File: config.mk
export PLATFORM = sky130hd
export DESIGN_NAME = siso_shift_ctrl
export DESIGN_NICKNAME = d
export VERILOG_FILES = /design/src/rtl/siso_ctrl_pkg.sv /design/src/rtl/siso_chain.sv /design/src/rtl/siso_shift_ctrl.sv
export SDC_FILE = /design/constraint.sdc
export NUM_CORES = 1
export LEC_CHECK = 0
export BUFFER_PORTS_ARGS = -buffer_cell sky130_fd_sc_hd__clkbuf_2
export CAP_MARGIN = 20
export CORE_UTILIZATION = 49
export CTS_BUF_LIST = sky130_fd_sc_hd__clkbuf_16
export CTS_CLUSTER_DIAMETER = 100
export DETAILED_ROUTE_END_ITERATION = 6
export PLACE_DENSITY = 0.75
export SYNTH_ARGS = -nofsm -noshare
export SYNTH_HDL_FRONTEND = slang
export SYNTH_SLANG_ARGS = --single-unit
File: constraint.sdc
create_clock -name clk -period 1.4 [get_ports clk]
set_input_delay 0.21 -clock clk [delete_from_list [all_inputs] [get_ports clk]]
set_output_delay 0.21 -clock clk [all_outputs]
set_load 0.005 [all_outputs]
File: src/rtl/siso_ctrl_pkg.sv
// Shared types and constants for the SISO shift-register controller.
package siso_ctrl_pkg;

    typedef enum logic [1:0] {
        IDLE  = 2'd0,
        SHIFT = 2'd1,
        DRAIN = 2'd2,
        DONE  = 2'd3
    } state_e;

    localparam int unsigned WORD_CNT_W = 16;

endpackage

File: src/rtl/siso_chain.sv
// DEPTH-stage serial-in serial-out DFF chain with enable and synchronous clear.
module siso_chain #(
    parameter int unsigned DEPTH = 4
) (
    input  logic clk,
    input  logic rst,
    input  logic en,
    input  logic sin,
    output logic sout
);

    logic [DEPTH-1:0] stage_q;

    always_ff @(posedge clk) begin
        if (rst) begin
            stage_q <= '0;
        end else if (en) begin
            stage_q[0] <= sin;
            for (int i = 1; i < int'(DEPTH); i++) begin
                stage_q[i] <= stage_q[i-1];
            end
        end
    end

    assign sout = stage_q[DEPTH-1];

endmodule

File: src/rtl/siso_shift_ctrl.sv
// Sequencer/loopback controller: serializes a word LSB first through siso_chain and
// reassembles it from the tail. Optional word_cnt output when SISO_WORD_CNT_EN is defined.
module siso_shift_ctrl
    import siso_ctrl_pkg::*;
#(
    parameter int unsigned WIDTH = 8,
    parameter int unsigned DEPTH = 4
) (
    input  logic             clk,
    input  logic             rst,
    input  logic             in_valid,
    output logic             in_ready,
    input  logic [WIDTH-1:0] in_data,
    output logic             busy,
    output logic             ser_out,
    output logic             out_valid,
    output logic [WIDTH-1:0] out_data
`ifdef SISO_WORD_CNT_EN
    ,
    output logic [WORD_CNT_W-1:0] word_cnt
`endif
);

    localparam int unsigned CNT_W = $clog2(WIDTH + DEPTH + 1);
    localparam logic [CNT_W-1:0] SHIFT_LAST = CNT_W'(WIDTH - 1);
    localparam logic [CNT_W-1:0] DRAIN_LAST = CNT_W'(WIDTH + DEPTH - 1);
    localparam logic [CNT_W-1:0] CAP_FIRST  = CNT_W'(DEPTH);
    localparam logic [CNT_W-1:0] CAP_LAST   = CNT_W'(DEPTH + WIDTH - 1);

    state_e           state_q, state_d;
    logic [CNT_W-1:0] cnt_q, cnt_d;
    logic [WIDTH-1:0] tx_q, tx_d;
    logic [WIDTH-1:0] rx_q, rx_d;
    logic [WIDTH-1:0] out_data_q, out_data_d;
    logic             chain_en;
    logic             chain_sin;
    logic             capture;

    assign in_ready  = (state_q == IDLE) && !rst;
    assign busy      = (state_q != IDLE);
    assign out_valid = (state_q == DONE);
    assign out_data  = out_data_q;

    always_comb begin
        state_d    = state_q;
        cnt_d      = cnt_q;
        tx_d       = tx_q;
        rx_d       = rx_q;
        out_data_d = out_data_q;
        chain_en   = 1'b0;
        chain_sin  = 1'b0;

        // Bit k of the word reaches the tail when cnt == k + DEPTH.
        capture = ((state_q == SHIFT) || (state_q == DRAIN)) &&
                  (cnt_q >= CAP_FIRST) && (cnt_q <= CAP_LAST);
        if (capture) begin
            rx_d = (rx_q >> 1) | (WIDTH'(ser_out) << (WIDTH - 1));
        end

        unique case (state_q)
            IDLE: begin
                if (in_valid && in_ready) begin
                    tx_d    = in_data;
                    cnt_d   = '0;
                    state_d = SHIFT;
                end
            end
            SHIFT: begin
                chain_en  = 1'b1;
                chain_sin = tx_q[0];
                tx_d      = tx_q >> 1;
                cnt_d     = cnt_q + CNT_W'(1);
                if (cnt_q == SHIFT_LAST) begin
                    state_d = DRAIN;
                end
            end
            DRAIN: begin
                chain_en = 1'b1;
                cnt_d    = cnt_q + CNT_W'(1);
                if (cnt_q == DRAIN_LAST) begin
                    state_d    = DONE;
                    // Last capture happens on this same edge, so take the updated word.
                    out_data_d = rx_d;
                end
            end
            DONE: begin
                state_d = IDLE;
            end
            default: begin
                state_d = IDLE;
            end
        endcase
    end

    always_ff @(posedge clk) begin
        if (rst) begin
            state_q    <= IDLE;
            cnt_q      <= '0;
            tx_q       <= '0;
            rx_q       <= '0;
            out_data_q <= '0;
        end else begin
            state_q    <= state_d;
            cnt_q      <= cnt_d;
            tx_q       <= tx_d;
            rx_q       <= rx_d;
            out_data_q <= out_data_d;
        end
    end

    siso_chain #(
        .DEPTH(DEPTH)
    ) u_chain (
        .clk (clk),
        .rst (rst),
        .en  (chain_en),
        .sin (chain_sin),
        .sout(ser_out)
    );

`ifdef SISO_WORD_CNT_EN
    logic [WORD_CNT_W-1:0] word_cnt_q;

    always_ff @(posedge clk) begin
        if (rst) begin
            word_cnt_q <= '0;
        end else if (state_q == DONE) begin
            word_cnt_q <= word_cnt_q + WORD_CNT_W'(1);
        end
    end

    assign word_cnt = word_cnt_q;
`endif

endmodule
==> reports/results.tsv <==
metric	value	unit
max_stage_delay	390	ps
seq_area	688.2	um^2
period_minus_slack	1543	ps
critical_path_depth	6	
synth_flop_cell	dfxtp_1	
r2r-start	state_q[0]	
hp-class	input port to flip-flop	
status	finished, violations left	
synth_seq_cells	34	
worst_ep_required_time	1600	ps
synthArstFlopShare	0	%
viasPerCell	5.476	
multi_input_area	924.6	um^2
first_pass_iters	6	
powerDensity	1808	mW/mm^2
grt_antenna_before_repair	0	
ios	23	
crit_chain	buf_6 > ha_4 > and4bb_1 > o32a_1 > buf_4 > a211oi_2	
r2r_cells	6	
place.gp.congestion	0.7836	
cts.clk_slew.worst_paths	60	ps
timing.final.ws_setup	-142.8	ps
worstSetupStartpointType	flip-flop	
rsz0062_at_grt	yes	
area.growth.synth_to_final	47.35	%
max_freq	648.2	MHz
syn_area	0.001464	mm^2
antenna_cells	0	
failed_checks	DRC, setup timing	
wirelength	3.388	mm
dieArea	0.003210	mm^2
netSwitchingPower	0.001262	W
start_util	52.19	%
grt.total_usage	23.70	%
drive_above_1_share	43.37	%
intPower	0.002639	W
use_met3	7.834	%
numPortBuffers	22	
drt_first_iter_violations	42	
grt_pass1_wl	5.644	mm
ys_types	31	
clockRootBuffer	clkbuf_16	
wl_per_cell	14.93	um
setup_viol	18	
finalHoldViolations	0	
routed-via-count	1243	
cp_top_family	compound AO/OA/AOI/OAI gates	
critPathMaxFanout	3	
dpl_cell_area	0.001715	mm^2
cts.path.max_buffers	2	
cpMaxStageDelayCell	o32a_1	
drv_cap	0	
tritoncts	yes	
ys_seq_area_share	46.50	%
dpl.cell_count	211	
gr-usage-met2	38.27	%
slew_viol_final	0	
holdWs	210.8	ps
synth_edf_count	0	
die_h	56.66	um
overflow	0	
pwr-share-comb	42.5	%
grt_pass1_vias	1209	
htree_levels	2	
skew	5.886	ps
p_leak	0.8675	nW
syn-num-nets	169	
post-route-period-util	110.2	%
clk_latency	280	ps
layout.nets	212	
worstMarginPinSlew	366.3	ps
yosys_warnings	0	
hpwl	1.985	mm
ant_nets	0	
slew_headroom	75.58	%
timing.rr.end	state_q[0]	
core_area	0.002805	mm^2
top_usage_layer	met2	
arrival	1740	ps
fp-row-count	19	
peakVddDrop	1.281	mV
p_sw_share	32.34	%
nFillCells	178	
r2r_setup_slack	-140	ps
grtUsageMet1	28.63	%
seqPwrFrac	30.6	%
remaining_drc_errors	4	
postSynthCellCount	152	
die_w	56.66	um
clock_sinks	34	
final_area	0.002157	mm^2
path_buf_inv	2	
clkPwrFrac	26.9	%
cp-startpoint	state_q[0]	
grt_max_degree	36	
avgSynthCellArea	9.631	um^2
cp-end-kind	flip-flop	
crit_end	state_q[0]	
worstSetupPathType	flip-flop to flip-flop	
numCtsBuffers	5	
fin_cells	227	
metal layers:
metal	vias to the layer above	share of wire [%]
li1	615	-
met1	591	41
met2	27	53
met3	10	3.6
met4	0	2.0
met5	-	0
area by class of cell:
class                      count  share of cell area, %
multi-input combinational    107                  42.87
clock inverter                 3                 0.7541
timing repair buffer          44                  16.01
inverter                       3                 0.8701
clock buffer                   5                  5.800
sequential                    34                  31.90
tap                           31                  1.798
Yosys cell counts, drive strengths merged (2+ instances only):
library cell	n	share of area [%]
nand3	2	0.68
nand2b	3	1.3
dfxtp	34	46
nor2b	2	0.85
a211oi	16	8.5
buf	7	2.6
clkbuf	2	0.51
o21ai	4	1.4
a21oi	4	1.4
inv	3	0.77
nand2	3	0.94
nor2	34	8.7
ha	6	5.1
mux2i	19	13
layout by cell type (no fill, tap or decap), types with 3 or more instances in the layout:
cell type / Yosys / layout
buf_6: 0 / 6
o21ai_0: 4 / 3
ha_4: 0 / 3
clkbuf_16: 0 / 5
a211oi_2: 1 / 4
buf_4: 2 / 14
nor2_1: 34 / 29
mux2i_4: 0 / 3
a21oi_1: 4 / 4
dfxtp_1: 34 / 32
clkbuf_2: 0 / 21
inv_4: 0 / 3
mux2i_1: 19 / 12
nor2_2: 0 / 4
mux2i_2: 0 / 4
a211oi_1: 15 / 12
state kept, by name, indices dropped and copies added, names as in the netlist:
| name | flops |
|---|---|
| cnt_q | 4 |
| out_data | 8 |
| rx_q | 8 |
| state_q | 2 |
| tx_q | 8 |
| u_chain.stage_q | 4 |
worst reg2reg max path, stage by stage, from the launching register on:
cell      delay (ps)
dfxtp_4          370
buf_6            100
ha_4             120
and4bb_1         170
o32a_1           390
buf_4            150
a211oi_2         160
metrics by stage:
step / setup TNS, ps / utilization [%] / power [W] / setup WS [ps]
final: -924.9 / 76.90 / 0.003900 / -142.8
after global routing: -2889 / 76.90 / 0.004095 / -240.3
after CTS: -466.7 / 71.36 / 0.003573 / -82.95
after detailed placement: -1368 / 61.15 / 0.002263 / -137.5
after global placement: -181.1 / 61.15 / 0.002192 / -33.44
after floorplan: -127.9 / - / 0.001884 / -32.97
cell families after synthesis:
family                   after synthesis  share of synthesized area [%]
AO/OA/AOI/OAI                         27                          13.08
XOR/XNOR                               1                         0.5984
adder cells (fa/ha/maj)                6                          5.128
buffers and inverters                 12                          3.846
flip-flops                            34                          46.50
multiplexers                          20                          13.76
AND/OR/NAND/NOR                       52                          17.09
power by group through the flow:
stage          combinational [W]  clock, W  sequential, W
3_3_place_gp             0.00102         0        0.00118
2_1_floorplan           0.000707         0        0.00118
5_1_grt                  0.00178   0.00111        0.00121
4_1_cts                  0.00134   0.00106        0.00117
6_report                 0.00166   0.00105        0.00119
3_5_place_dp             0.00108         0        0.00119
worst min path at each step:
stage          slack [ps]               start            endpoint  cells past startpoint
6_report              210          in_data[7]             tx_q[7]                      3
5_1_grt               240          in_data[7]             tx_q[7]                      3
4_1_cts               200          in_data[7]             tx_q[7]                      3
3_5_place_dp          480             tx_q[0]  u_chain.stage_q[0]                      2
3_3_place_gp          460  u_chain.stage_q[0]  u_chain.stage_q[0]                      2
2_1_floorplan         380          in_data[7]             tx_q[7]                      2
repair_timing:
action	CTS	global route
gates resized for setup	20	27
setup buffers	3	3
endpoints found under the setup margin	30	32
hold buffers	0	0
cloned	1	1
pin swaps	6	6
Power figures use the tool's default switching activity.
